--- src/rtl/ahb_master_arbiter.sv ---
// rtl/ahb_master_arbiter.sv - two-master round-robin arbiter and AHB burst sequencer
// Grants one master per burst, then issues every beat's address phase and pipelines write data.
module ahb_master_arbiter #(
    parameter int AW = 32,
    parameter int DW = 32
) (
    input  logic          clk,
    input  logic          hreset,
    input  logic          m0_req,
    input  logic [AW-1:0] m0_haddr,
    input  logic          m0_hwrite,
    input  logic [2:0]    m0_hsize,
    input  logic [2:0]    m0_hburst,
    input  logic [1:0]    m0_hsel,
    input  logic [DW-1:0] m0_hwdata,
    output logic          m0_grant,
    output logic          m0_beat_ack,
    input  logic          m1_req,
    input  logic [AW-1:0] m1_haddr,
    input  logic          m1_hwrite,
    input  logic [2:0]    m1_hsize,
    input  logic [2:0]    m1_hburst,
    input  logic [1:0]    m1_hsel,
    input  logic [DW-1:0] m1_hwdata,
    output logic          m1_grant,
    output logic          m1_beat_ack,
    input  logic          hready,
    output logic          out_enable,
    output logic [AW-1:0] out_haddr,
    output logic [1:0]    out_htrans,
    output logic          out_hwrite,
    output logic [2:0]    out_hsize,
    output logic [2:0]    out_hburst,
    output logic [1:0]    out_hsel,
    output logic [DW-1:0] out_hwdata,
    output logic          busy
);
    typedef enum logic [1:0] {S_IDLE, S_ADDR, S_LAST} state_t;

    localparam logic [1:0] HT_IDLE   = 2'b00;
    localparam logic [1:0] HT_NONSEQ = 2'b10;
    localparam logic [1:0] HT_SEQ    = 2'b11;

    state_t        r_state, w_next;
    logic          r_last_grant, r_owner;
    logic          r_m0_grant, r_m1_grant, r_m0_ack, r_m1_ack;
    logic          r_enable, r_busy, r_hwrite;
    logic [AW-1:0] r_haddr;
    logic [1:0]    r_htrans, r_hsel;
    logic [2:0]    r_hsize, r_hburst;
    logic [DW-1:0] r_hwdata;
    logic [3:0]    r_beats_left;

    // Remaining beats after the first; INCR (001) shares 000's encoding but is req-terminated
    function automatic logic [3:0] f_beats_left(input logic [2:0] burst);
        case (burst[2:1])
            2'b00:   f_beats_left = 4'd0;
            2'b01:   f_beats_left = 4'd3;
            2'b10:   f_beats_left = 4'd7;
            default: f_beats_left = 4'd15;
        endcase
    endfunction

    logic          w_any_req, w_pick, w_req_g, w_final, w_wrap, w_page_cross;
    logic [DW-1:0] w_hwdata_g;
    logic [4:0]    w_len;
    logic [AW-1:0] w_step, w_wrap_mask, w_inc_addr, w_next_addr;

    assign w_any_req    = m0_req | m1_req;
    assign w_pick       = (m0_req & m1_req) ? ~r_last_grant : m1_req;
    assign w_req_g      = r_owner ? m1_req : m0_req;
    assign w_hwdata_g   = r_owner ? m1_hwdata : m0_hwdata;
    assign w_final      = (r_hburst == 3'b001) ? ~w_req_g : (r_beats_left == 4'd0);
    assign w_wrap       = ~r_hburst[0] & (r_hburst != 3'b000);
    assign w_len        = {1'b0, f_beats_left(r_hburst)} + 5'd1;
    assign w_step       = AW'(1) << r_hsize;
    assign w_wrap_mask  = (AW'(w_len) << r_hsize) - AW'(1);
    assign w_inc_addr   = r_haddr + w_step;
    assign w_next_addr  = w_wrap ? ((r_haddr & ~w_wrap_mask) | (w_inc_addr & w_wrap_mask))
                                 : w_inc_addr;
    assign w_page_cross = ~w_wrap & (w_next_addr[AW-1:10] != r_haddr[AW-1:10]);

    always_ff @(posedge clk or posedge hreset) begin
        if (hreset) r_state <= S_IDLE;
        else        r_state <= w_next;
    end

    always_comb begin
        w_next = r_state;
        case (r_state)
            S_IDLE:  if (w_any_req)          w_next = S_ADDR;
            S_ADDR:  if (hready && w_final)  w_next = S_LAST;
            S_LAST:  if (hready)             w_next = S_IDLE;
            default:                         w_next = S_IDLE;
        endcase
    end

    always_ff @(posedge clk or posedge hreset) begin
        if (hreset) begin
            r_last_grant <= 1'b1;
            r_owner      <= 1'b0;
            r_m0_grant   <= 1'b0;
            r_m1_grant   <= 1'b0;
            r_m0_ack     <= 1'b0;
            r_m1_ack     <= 1'b0;
            r_enable     <= 1'b0;
            r_busy       <= 1'b0;
            r_haddr      <= '0;
            r_htrans     <= HT_IDLE;
            r_hwrite     <= 1'b0;
            r_hsize      <= '0;
            r_hburst     <= '0;
            r_hsel       <= '0;
            r_hwdata     <= '0;
            r_beats_left <= '0;
        end else begin
            r_m0_ack <= 1'b0;
            r_m1_ack <= 1'b0;
            case (r_state)
                S_IDLE: if (w_any_req) begin
                    r_owner      <= w_pick;
                    r_last_grant <= w_pick;
                    r_m0_grant   <= ~w_pick;
                    r_m1_grant   <= w_pick;
                    r_enable     <= 1'b1;
                    r_busy       <= 1'b1;
                    r_htrans     <= HT_NONSEQ;
                    r_haddr      <= w_pick ? m1_haddr  : m0_haddr;
                    r_hwrite     <= w_pick ? m1_hwrite : m0_hwrite;
                    r_hsize      <= w_pick ? m1_hsize  : m0_hsize;
                    r_hburst     <= w_pick ? m1_hburst : m0_hburst;
                    r_hsel       <= w_pick ? m1_hsel   : m0_hsel;
                    r_beats_left <= f_beats_left(w_pick ? m1_hburst : m0_hburst);
                end
                S_ADDR: if (hready) begin
                    r_hwdata <= w_hwdata_g;
                    r_m0_ack <= ~r_owner;
                    r_m1_ack <= r_owner;
                    if (w_final) begin
                        r_htrans <= HT_IDLE;
                    end else begin
                        r_haddr      <= w_next_addr;
                        r_htrans     <= w_page_cross ? HT_NONSEQ : HT_SEQ;
                        r_beats_left <= r_beats_left - 4'd1;
                    end
                end
                S_LAST: if (hready) begin
                    r_m0_grant <= 1'b0;
                    r_m1_grant <= 1'b0;
                    r_enable   <= 1'b0;
                    r_busy     <= 1'b0;
                end
                default: ;
            endcase
        end
    end

    assign m0_grant    = r_m0_grant;
    assign m1_grant    = r_m1_grant;
    assign m0_beat_ack = r_m0_ack;
    assign m1_beat_ack = r_m1_ack;
    assign out_enable  = r_enable;
    assign out_haddr   = r_haddr;
    assign out_htrans  = r_htrans;
    assign out_hwrite  = r_hwrite;
    assign out_hsize   = r_hsize;
    assign out_hburst  = r_hburst;
    assign out_hsel    = r_hsel;
    assign out_hwdata  = r_hwdata;
    assign busy        = r_busy;
endmodule

--- config.mk ---
export PLATFORM = sky130hd
export DESIGN_NAME = ahb_master_arbiter
export DESIGN_NICKNAME = d
export VERILOG_FILES = /design/src/rtl/ahb_master_arbiter.sv
export SDC_FILE = /design/constraint.sdc
export NUM_CORES = 1
export LEC_CHECK = 0
export ABC_AREA = 0
export CAP_MARGIN = 30
export CORE_MARGIN = 2
export CORE_UTILIZATION = 45
export CTS_BUF_LIST = sky130_fd_sc_hd__clkbuf_4 sky130_fd_sc_hd__clkbuf_8 sky130_fd_sc_hd__clkbuf_16
export DETAILED_ROUTE_END_ITERATION = 16
export GPL_TIMING_DRIVEN = 0
export HOLD_SLACK_MARGIN = 0.03
export PLACE_DENSITY_LB_ADDON = 0.08
export SLEW_MARGIN = 25
export SYNTH_ARGS = -nofsm -noshare
export SYNTH_HDL_FRONTEND = slang
export SYNTH_SLANG_ARGS = --single-unit
--- constraint.sdc ---
create_clock -name clk -period 3.7 [get_ports clk]
set_clock_uncertainty 0.05 [all_clocks]
set_input_delay 0.555 -clock clk [delete_from_list [all_inputs] [get_ports clk]]
set_output_delay 0.555 -clock clk [all_outputs]
set_load 0.03 [all_outputs]
* Word level (Yosys, flattened, before mapping)
Index checks and enable logic that the tools add are counted.
** Storage, ports and cells
- Register bits :: 88
- Word-level logic and storage cells :: 103
** Cells by class
- Add/sub/neg operators :: 4
- Eq/ne operators :: 13
- Shift operators :: 2
- Multiplexer cells :: 40
- Bitwise logic cells :: 14
- Reductions and logical operators :: 14
** Operator list (number)
- two-way mux 32 bit :: 6
- AND 32 bit :: 2
- case mux 32 bit (2 select lines) :: 1
- adder 32 bit :: 1
- NOT 32 bit :: 1
- OR 32 bit :: 1
- << shifter 1 x 3 -> 32 bit (first input constant) :: 1
- << shifter 5 x 3 -> 32 bit :: 1
- subtractor 32 x 1 -> 32 bit (second input constant) :: 1
- case mux 4 bit (3 select lines) :: 2
- inequality test 22 bit :: 1
- two-way mux 2 bit :: 7
- two-way mux 1 bit :: 13
- two-way mux 4 bit :: 3
- inequality test 2 bit (second input constant) :: 5
- AND reduction 3 bit :: 3
- case mux 4 bit (2 select lines) :: 1
- equality test 2 x 1 -> 1 bit (second input constant) :: 3
- equality test 2 bit (second input constant) :: 3
- logical NOT 2 bit :: 3
- two-way mux 3 bit :: 2
- NOT 1 bit :: 6
- case mux 1 bit (2 select lines) :: 3
- case mux 2 bit (3 select lines) :: 1
- other kinds (12) :: 16

* Depth between registers and ports, before layout
- Depth in word-level cells :: 15
- Mapped depth :: 12

* Worst setup path after synthesis
Ideal clock, no wire load.
- Path type :: register to register
- From :: register r_hsize[2] (netlist: out_hsize[2])
- To :: register (tool-made name)
- Setup time :: 0.110 ns
- Data arrival time :: 2.885 ns
- Required time :: 3.540 ns
- Setup slack :: 0.655 ns
- Stages on the path, launching flop included :: 12
- Path buffers :: 3
- Clock period less this slack :: 3.045 ns
- Cells stage by stage :: dfrtp_1 > clkbuf_1 > clkbuf_1 > nor3_1 > ha_1 > fa_1 > a21oi_1 > nand4b_1 > a31oi_1 > buf_2 > a31o_2 > o41ai_1
** RTL lines
- start, declared :: line 50 : logic [2:0] r_hsize, r_hburst;
- start signal, assigned :: line 130 : r_hsize <= w_pick ? m1_hsize : m0_hsize;

* Worst setup path in the final report
- From :: register r_hsize[2] (netlist: out_hsize[2])
- To :: register r_haddr[26] (netlist: out_haddr[26])
** On the way
- Word-level cells in the longest chain between the ends :: 9
- Elaborated cells on any way between the ends :: 12
- Classes of those cells :: add/sub (2); shift (2); mux (4); bitwise (4)
** Ends and longest elaborated chain
- << shifter 5 x 3 -> 32 bit :: line 77 : assign w_wrap_mask = (AW'(w_len) << r_hsize) - AW'(1);
- subtractor 32 x 1 -> 32 bit :: line 77
- NOT 32 bit :: line 79 : assign w_next_addr = w_wrap ? ((r_haddr & ~w_wrap_mask) | (w_inc_addr & w_wrap_mask))
- AND 32 bit :: line 79
- OR 32 bit :: line 79
- two-way mux 32 bit * :: line 79
- two-way mux 32 bit * :: line 139 : if (w_final) begin
- two-way mux 32 bit * :: line 135 : S_ADDR: if (hready) begin
- case mux 32 bit (2 select lines) * :: line 119 : case (r_state)
- end signal, assigned :: line 128 : r_haddr <= w_pick ? m1_haddr : m0_haddr;
- end signal, assigned :: line 142 : r_haddr <= w_next_addr;
- end, declared :: line 48 : logic [AW-1:0] r_haddr;
Every way passes the cells marked *; elsewhere a longest branch is shown, timed or not. The select of a mux whose other input is x is not followed.
A chain may end at the register's enable or synchronous reset.

==> results.md <==
* TritonCTS clock tree: done
* Setup-violating endpoint count in the final report at 0
* Vias in the first global route at 6697
* H-tree depth at 3
* Setup bufs post-CTS at 0
* CTS root buf: clkbuf_16
* Detail Route Antenna Nets at 0
* Max incr delay on CP at 390 ps
* Chip Height at 118.1 um
* Sequential-to-total area share from yosys stat at 0.3760
* Total of max-cap violations at 0
* Drt drc at 0
* Clk slew on worst S/H paths at 70 ps
* Initial core utilization at 0.4624
* Wire per inst at 19.59 um
* Total GRT Usage at 0.3142
* Pwr Total at 8.026 mW
* Die W at 118.1 um
* Nets@finish at 1120
* FMAX at 0.2845 GHz
* Fin cells at 1134
* Ys Warns at 0
* Most frequent cells in the layout: 231 x clkdlybuf4s50_1, 137 x nand2_1, 87 x dfrtp_1
* I/O pin cnt at 232
* Area delta synth->final at 49.48%
* First-pass GRT wire length at 34700 um
* Final setup TNS at 0 ps
* Worst vdd ir at 0.5478 mV
* Critical Path Sink Type: register
* Post-cts sizing count at 0
* WP data required at 3860 ps
* Max FO, Critical Path at 10
* Cells after DPL at 1118
* Final core occ at 0.6912
* Storage cell area at 2203 um^2
* Critical Path AT at 3680 ps
* Crit-path slowest cell: dfrtp_1
* Ys async rst share at 1.000
* Leading cell type in the layout, fill and taps excluded: clkdlybuf4s50_1
* Antenna Cells at 0
* RD Place Congestion at 0.9593
* Rel. slew slack at 0.4579
* Largest net degree at the start of global routing at 51
* Total CTS buffers at 9
* DP Worst Slack at 101.2 ps
* Core area at 12670 um^2
* Starting DRT DRC Count at 641
* Synthesized area per cell at 8.206 um^2
* Slew Viols, Final at 0
* Initial antenna violation count at 0
* Cts hold-fix bufs at 0
* DP HPWL at 16860 um
* Die area at 13950 um^2
* CTS Sinks at 88
* Critical path class: register to register
* Iteration count of the initial detailed-routing pass at 6
* Hold Vio Cnt, Final at 0
* Routed WL at 22220 um
* Mapped cell area at 5859 um^2
* Hold WC Path Type: register to register
* CTS max path bufs at 2
* Via-to-Cell Ratio at 5.856
* Fraction of layout cells with a size suffix above 1 at 0.06341
* Port bufs at 231
* PD cells at 916.4 nW/um^2
* Lkg Pwr at 3.611 nW
* Outcome: completed
* Synth Instances at 714
* Post-synth EDFFs at 0
* Post-synth top flop: dfrtp_1
* Fin crit share at 0.9501
* Skew-Pair Late Insertion Delay at 350 ps
* FP Rows at 41
* Largest delay contributor family on the critical path: compound AO/OA/AOI/OAI gates
* Via count at 6641
* GR Overflow Total at 0
* Critical path buffer and inverter count at 3
* Worst path cell trace: clkbuf_1 > clkbuf_2 > nor3_1 > ha_1 > fa_1 > a21oi_1 > nand4b_1 > a31oi_4 > buf_2 > nand3_1 > o21ai_0 > a2bb2oi_1
* Synth unique cells at 72
* FILL cells at 1041
* Syn Nets at 877
* Tmin final at 3515 ps
* Yosys reg bits at 88
* Setup ws final at 184.6 ps
* Least-Margin Pin Slew at 813.2 ps
* Startpoint Class: register
* Area of the multi-input gates at 3346 um^2
through the flow:
stage | cell area, um^2 | hold WS, ps
after floorplan | 5859 | 418.4
after global placement | 8387 | 410.9
after detailed placement | 8419 | 419.3
after CTS | 8742 | 433.4
after global routing | 8758 | 459.0
final | 8758 | 426.9
power breakdown:
| part | switching (mW) | internal, mW | total [mW] |
|---|---|---|---|
| Sequential | 0.389 | 1.44 | 1.82 |
| Combinational | 3.14 | 2.04 | 5.18 |
| Clock | 0.415 | 0.604 | 1.02 |
logic make-up (layout without fill, tap and decap cells):
kind of cell             Yosys count  count (layout)  synth area share
buffers and inverters             71             319           0.05552
AO/OA/AOI/OAI                    201             201            0.2244
multiplexers                      46              46           0.08008
AND/OR/NAND/NOR                  287             287            0.2234
flip-flops                        88              88            0.3760
XOR/XNOR                           8               8           0.01196
adder cells (fa/ha/maj)           13              13           0.02861
per-layer routing:
layer	up-vias	share of wire	track usage	wire length, um
met2	378	0.49	0.5387	10920
met3	74	0.098	0.07946	2176
met1	3136	0.37	0.3681	8319
li1	3053	-	-	-
met5	-	0	0	0
met4	0	0.036	0.1438	802
path summary, 6_finish.rpt:
check,from,endpoint,slack [ps],cells past startpoint
setup / recovery,out_hsize[2],out_haddr[26],180,12
hold / removal,out_hwdata[28],out_hwdata[28],430,2
setup reg to reg,out_hsize[2],out_haddr[26],180,12
hold reg to reg,out_hwdata[28],out_hwdata[28],430,2
max in group asynchronous,hreset,r_last_grant,2420,3
min in group asynchronous,hreset,out_haddr[28],550,2
synth_stat cells (3+ instances only):
cell       instances  share of area
a211o_1            4         0.0060
a211oi_1           7         0.0090
a21oi_1           44          0.038
a22oi_1            3         0.0038
a2bb2oi_1         13          0.019
a311oi_1           5         0.0075
a31o_2             3         0.0045
a31oi_1           15          0.016
and2_1             7         0.0075
and3_1            11          0.012
buf_2             14          0.012
buf_4              5         0.0064
buf_6              3         0.0058
clkbuf_1          33          0.021
dfrtp_1           87           0.37
ha_1              11          0.023
inv_1             15         0.0096
mux2_2             4         0.0077
mux2i_1           41          0.070
nand2_1          137          0.088
nand2b_1           5         0.0053
nand3_1           31          0.026
nand3b_1           4         0.0051
nand4_1           11          0.012
nor2_1            48          0.031
nor3_1            15          0.013
nor3b_1            4         0.0051
nor4_1             3         0.0032
o21ai_0           69          0.059
o41ai_1            4         0.0060
xnor2_1            6         0.0090
cell type report:
class	instances	area share
plain buffers	56	0.03086
clock buffers	10	0.02657
clock inverters	6	0.01029
inverters	15	0.007000
multi-input cells	555	0.3820
flip-flops and latches	88	0.2516
well taps	172	0.02457
repair buffers	232	0.2671
worst reg2reg max path, delay by kind of cell (launching register included):
kind	cells	cell delay, ps
DFF	1	390
adders and majority gates	2	580
buffers and inverters	3	780
AOI/OAI and AO/OA	4	790
and+or+nand+nor	3	780
Power figures use the tool's default switching activity.
